[config.mk]
export PLATFORM = sky130hd
export DESIGN_NAME = id_hazard_stage
export DESIGN_NICKNAME = d
export VERILOG_FILES = /design/src/rtl/dlx_pipe_pkg.sv /design/src/rtl/id_hazard_stage_load_scoreboard.sv /design/src/rtl/id_hazard_stage.sv
export SDC_FILE = /design/constraint.sdc
export NUM_CORES = 1
export LEC_CHECK = 0
export CORE_ASPECT_RATIO = 0.7
export CORE_MARGIN = 5
export CORE_UTILIZATION = 45
export CTS_CLUSTER_SIZE = 30
export DETAILED_ROUTE_END_ITERATION = 6
export PLACE_DENSITY = 0.81
export REMOVE_ABC_BUFFERS = 1
export SKIP_CTS_REPAIR_TIMING = 1
export SYNTH_ARGS = -nofsm -noshare
export SYNTH_HDL_FRONTEND = slang
export SYNTH_SLANG_ARGS = --single-unit
[constraint.sdc]
create_clock -name clk -period 2.33 [get_ports clk]
set_input_delay 0.3495 -clock clk [delete_from_list [all_inputs] [get_ports clk]]
set_output_delay 0.3495 -clock clk [all_outputs]
set_load 0.02 [all_outputs]
[src/rtl/dlx_pipe_pkg.sv]
// Shared DLX pipeline definitions: NOP encoding, scoreboard entry type,
// legal LOAD_LAT range and the scoreboard match helper.
package dlx_pipe_pkg;

  // Canonical NOP instruction word
  localparam logic [31:0] NOP_INSN = 32'h0800_0000;

  // Legal range of load-use bubbles
  localparam int LOAD_LAT_MIN = 1;
  localparam int LOAD_LAT_MAX = 4;

  // Register-index width held in a scoreboard entry (REG_AW must not exceed it)
  localparam int SB_RD_W = 8;

  // One in-flight load destination
  typedef struct packed {
    logic               valid;
    logic [SB_RD_W-1:0] rd;
  } sb_entry_t;

  // True when a used source reads the non-zero destination of a valid entry
  function automatic logic sb_hit(input sb_entry_t e,
                                  input logic [SB_RD_W-1:0] src,
                                  input logic used);
    return used & e.valid & (e.rd != {SB_RD_W{1'b0}}) & (e.rd == src);
  endfunction

endpackage

[src/rtl/id_hazard_stage_load_scoreboard.sv]
// load_scoreboard: LOAD_LAT-deep shift register of in-flight load
// destinations and the combinational load-use hazard compare.
module load_scoreboard
  import dlx_pipe_pkg::*;
#(
  parameter int REG_AW   = 5,
  parameter int LOAD_LAT = 1
) (
  input  logic              clk,
  input  logic              reset,
  input  logic              advance,
  input  logic              push_valid,
  input  logic [REG_AW-1:0] push_rd,
  input  logic              id_valid,
  input  logic [REG_AW-1:0] id_rs1,
  input  logic              id_rs1_used,
  input  logic [REG_AW-1:0] id_rs2,
  input  logic              id_rs2_used,
  output logic              hazard
);

  sb_entry_t          sb_r [LOAD_LAT];
  logic [SB_RD_W-1:0] rs1_ext_s;
  logic [SB_RD_W-1:0] rs2_ext_s;
  logic               hit_s;

  assign rs1_ext_s = SB_RD_W'(id_rs1);
  assign rs2_ext_s = SB_RD_W'(id_rs2);

  // Shift a new entry in on every advancing edge; the oldest entry falls off
  always_ff @(posedge clk) begin
    if (reset) begin
      for (int k = 0; k < LOAD_LAT; k++) begin
        sb_r[k] <= '0;
      end
    end else if (advance) begin
      sb_r[0].valid <= push_valid;
      sb_r[0].rd    <= SB_RD_W'(push_rd);
      for (int k = 1; k < LOAD_LAT; k++) begin
        sb_r[k] <= sb_r[k-1];
      end
    end
  end

  // A valid ID instruction is hazardous if any used source hits a pending load
  always_comb begin
    hit_s = 1'b0;
    for (int k = 0; k < LOAD_LAT; k++) begin
      hit_s = hit_s | sb_hit(sb_r[k], rs1_ext_s, id_rs1_used)
                    | sb_hit(sb_r[k], rs2_ext_s, id_rs2_used);
    end
    hazard = id_valid & hit_s;
  end

endmodule

[src/rtl/id_hazard_stage.sv]
// id_hazard_stage: ID/EX pipeline register with load-use interlock.
// Edge priority is reset > hold > nullify > hazard > normal issue.
// Optional feature: define ID_STALL_CNT_EN to add the 32-bit saturating
// stall_cnt output counting hazard bubbles.
module id_hazard_stage
  import dlx_pipe_pkg::*;
#(
  parameter int PAYLOAD_W = 64,
  parameter int REG_AW    = 5,
  parameter int LOAD_LAT  = 1
) (
  input  logic                 clk,
  input  logic                 reset,
  input  logic                 id_valid,
  input  logic [REG_AW-1:0]    id_rs1,
  input  logic [REG_AW-1:0]    id_rs2,
  input  logic                 id_rs1_used,
  input  logic                 id_rs2_used,
  input  logic [REG_AW-1:0]    id_rd,
  input  logic                 id_is_load,
  input  logic [PAYLOAD_W-1:0] id_payload,
  input  logic                 nullify,
  input  logic                 hold,
  output logic                 stall,
  output logic                 ex_valid,
  output logic [REG_AW-1:0]    ex_rd,
  output logic [REG_AW-1:0]    ex_rs1,
  output logic [REG_AW-1:0]    ex_rs2,
  output logic                 ex_is_load,
  output logic [PAYLOAD_W-1:0] ex_payload
`ifdef ID_STALL_CNT_EN
  ,
  output logic [31:0]          stall_cnt
`endif
);

  logic hazard_s;
  logic push_valid_s;

  // Only a load that actually issues into EX becomes a pending destination
  assign push_valid_s = id_valid & id_is_load & ~hazard_s & ~nullify;

  load_scoreboard #(
    .REG_AW   (REG_AW),
    .LOAD_LAT (LOAD_LAT)
  ) u_sb (
    .clk         (clk),
    .reset       (reset),
    .advance     (~hold),
    .push_valid  (push_valid_s),
    .push_rd     (id_rd),
    .id_valid    (id_valid),
    .id_rs1      (id_rs1),
    .id_rs1_used (id_rs1_used),
    .id_rs2      (id_rs2),
    .id_rs2_used (id_rs2_used),
    .hazard      (hazard_s)
  );

  // During reset the scoreboard contents are stale, so only hold may stall
  assign stall = hold | (hazard_s & ~nullify & ~reset);

  // ID/EX register: freeze on hold, bubble on nullify or hazard, else capture
  always_ff @(posedge clk) begin
    if (reset) begin
      ex_valid   <= 1'b0;
      ex_rd      <= {REG_AW{1'b0}};
      ex_rs1     <= {REG_AW{1'b0}};
      ex_rs2     <= {REG_AW{1'b0}};
      ex_is_load <= 1'b0;
      ex_payload <= {PAYLOAD_W{1'b0}};
    end else if (hold) begin
      ex_valid   <= ex_valid;
      ex_rd      <= ex_rd;
      ex_rs1     <= ex_rs1;
      ex_rs2     <= ex_rs2;
      ex_is_load <= ex_is_load;
      ex_payload <= ex_payload;
    end else if (nullify || hazard_s) begin
      ex_valid   <= 1'b0;
      ex_rd      <= {REG_AW{1'b0}};
      ex_rs1     <= {REG_AW{1'b0}};
      ex_rs2     <= {REG_AW{1'b0}};
      ex_is_load <= 1'b0;
      ex_payload <= {PAYLOAD_W{1'b0}};
    end else begin
      ex_valid   <= id_valid;
      ex_rd      <= id_rd;
      ex_rs1     <= id_rs1;
      ex_rs2     <= id_rs2;
      ex_is_load <= id_is_load;
      ex_payload <= id_payload;
    end
  end

`ifdef ID_STALL_CNT_EN
  // Count bubbles actually inserted for load-use hazards, saturating at max
  always_ff @(posedge clk) begin
    if (reset) begin
      stall_cnt <= 32'h0000_0000;
    end else if (hazard_s && !hold && !nullify && (stall_cnt != 32'hFFFF_FFFF)) begin
      stall_cnt <= stall_cnt + 32'h0000_0001;
    end else begin
      stall_cnt <= stall_cnt;
    end
  end
`endif

endmodule

==> impl_metrics.yaml <==
floorplanning:
  die_y_um: 94.21
  die_x_um: 130.3
  dieArea_um2: 12270
  start_util_pct: 46.53
  coreArea_um2: 9797
  rows: 30
  ios: 169
sta:
  fmax_mhz: 442.5
  slew_viol_final: 0
  rsz0062_at_grt: "false"
  fin_crit_ns: 2.260
  tns_ns: 0
  hold_viol: 0
  setup_viol: 0
  layout_setup_ws_ns: 0.07014
  worst-slew-pin-transition_ns: 0.9144
  fin_crit_sh_pct: 96.99
  slew_headroom_pct: 39.04
  fin_skew_ns: 0.006828
synth:
  synth.distinct_cells: 25
  synth_top_area_share_pct: 35.58
  synthFlopType: "dfxtp_1"
  async_reset_ff_share_pct: 0
  synth_largest_area_cell: "dfxtp_1"
  postSynthCellCount: 510
  ys_ff_latch: 87
  ys_seq_area_share_pct: 39.53
  yosysWarnings: 0
  yosys-top-cells-area: "dfxtp_1 36%, o221ai_1 16%, a22oi_1 13%"
  synthesis.area_um2: 4558
  postSynthAreaPerCell_um2: 8.937
  synth_edf_count: 6
route:
  vias: 4930
  avgRoutedWirePerCell_um: 20.22
  wl_um: 15550
  firstDrtPassIters: 6
  ant_nets: 0
  drt_iter0_drc: 462
  drc: 0
  avgViaCountPerCell: 6.411
grt:
  antenna_found_initial: 0
  grt_pass1_vias: 4583
  grt_max_degree: 83
  grt.overflow.total: 0
  grt_pass1_wl_um: 24350
  grtUsageTotal_pct: 24.53
critical_path:
  end_kind: "output pin"
  r2r_setup_slack_ns: 0.24
  worstPathArrival_ns: 1.91
  critical_path_required_ns: 1.98
  cp_slowest_cell: "or4_4"
  crit_chain: "or4_4 -> o21ai_4 -> nor3_1 -> a21o_1 -> dlymetal6s2s_1"
  path_max_fanout: 2
  path_class: "register to output pin"
  max_stage_delay_ns: 0.56
  cp-start-kind: "register"
cells_and_area:
  drive_above_1_share_pct: 5.772
  num_antenna_cells: 0
  multi_input_area_um2: 2481
  area_growth_pct: 44.72
  layout.nets: 723
  fillers: 762
  layoutNonFillerInstCount: 769
  regArea_um2: 1802
clock_tree:
  cts_buffers: 9
  ctsRootBufferMaster: "clkbuf_16"
  htree_levels: 3
  clock_sinks: 87
  clockBufferDepth: 2
  clkLatencyLatePin_ns: 0.34
  cts.clk_slew.worst_paths_ns: 0.06
  cts_tree: "built"
power:
  leakagePower_nw: 2.420
  irDropWorstVdd_mv: 0.3788
  powerDensity_nw_per_um2: 628.8
placement:
  dpl.hpwl_um: 9115
  portBuffers: 168
  dpl.cell_count: 753
  post-place-ws_ns: -0.2826
  place_congestion: 0.8886
run:
  maxCapViolations: 0
worst_hold_path:
  hp-class: "register to register"
status:
  status: "complete, no violations"
==> stage by stage <==
stage	instance area [µm²]	power [W]	hold slack [ns]	util [%]
6_report	6596	0.004147	0.4865	67.33
5_1_grt	6596	0.004294	0.5242	67.33
3_5_place_dp	6255	0.002577	0.4757	63.84
2_1_floorplan	4237	0.002080	0.5379	-
4_1_cts	6580	0.004164	0.4909	67.16
3_3_place_gp	6255	0.002568	0.4708	63.84
==> metal layers <==
metal  part of all wire, %  wire length, µm  up-vias  global-route usage (%)
met5                     0                0        -                       0
met4                   1.3              204        0                   7.007
met3                    13             2063       17                   7.955
met2                    43             6625      319                   35.32
met1                    43             6654     2363                   34.82
li1                      -                -     2231                       -
==> worst max-delay path: cells and delay by family (launching register included) <==
family,cells,cell delay [ns]
AO/OA/AOI/OAI,2,0.35
buffers and inverters,1,0.20
flip-flops,1,0.40
AND/OR/NAND/NOR,2,0.62
==> cells in the final DEF, fill, tap and decap left out, types with 5 or more instances in the layout <==
| cell | instances |
|---|---|
| a22oi_1 | 81 |
| and2_1 | 5 |
| buf_4 | 12 |
| clkbuf_16 | 9 |
| clkdlybuf4s50_1 | 166 |
| dfxtp_1 | 81 |
| edfxtp_1 | 6 |
| nand2_1 | 82 |
| nor3b_1 | 81 |
| o221ai_1 | 81 |
| xnor2_1 | 10 |
==> cell type report <==
class | count | share of cell area [%]
Tap cell | 128 | 2.428
Clock buffer | 13 | 3.945
Inverter | 2 | 0.1138
Clock inverter | 3 | 0.9863
Timing Repair Buffer | 183 | 27.60
Sequential cell | 87 | 27.31
Multi-Input combinational cell | 353 | 37.61
==> sequential cells by signal (all words and copies together) (netlist names) <==
signal / cells
u_sb.sb_r: 6
ex_rd: 5
ex_is_load: 1
ex_rs1: 5
ex_payload: 64
ex_valid: 1
ex_rs2: 5
==> logic make-up (layout without fill, tap and decap cells) <==
logic type      Yosys count  count (layout)  share of synthesized area (%)
xor+xnor                 10              10                          1.921
simple gates            177             177                          21.91
compound gates          166             166                          29.43
buf+inv                  70             201                          7.220
flops                    87              87                          39.53
==> where the power goes <==
part	internal (W)	switching [W]
combinational	0.000413	0.000480
sequential	0.00161	0.0000628
clock	0.000998	0.000589
total	0.00302	0.00113
==> Yosys cell counts (5+ instances only) <==
cell type and number:
a22oi_1 81, edfxtp_1 6, nor3b_1 81, dfxtp_1 81
nand2_1 82, buf_6 7, o221ai_1 81, and2_1 5
clkbuf_1 50, xnor2_1 10, buf_2 8
==> worst paths after layout <==
kind	startpoint	to	cells after the start
setup reg to reg	u_sb.sb_r[0][0]	ex_payload[53]	5
setup / recovery	u_sb.sb_r[0][0]	stall	5
hold reg to reg	ex_payload[28]	ex_payload[28]	2
hold / removal	ex_payload[28]	ex_payload[28]	2
Power figures use the tool's default switching activity.
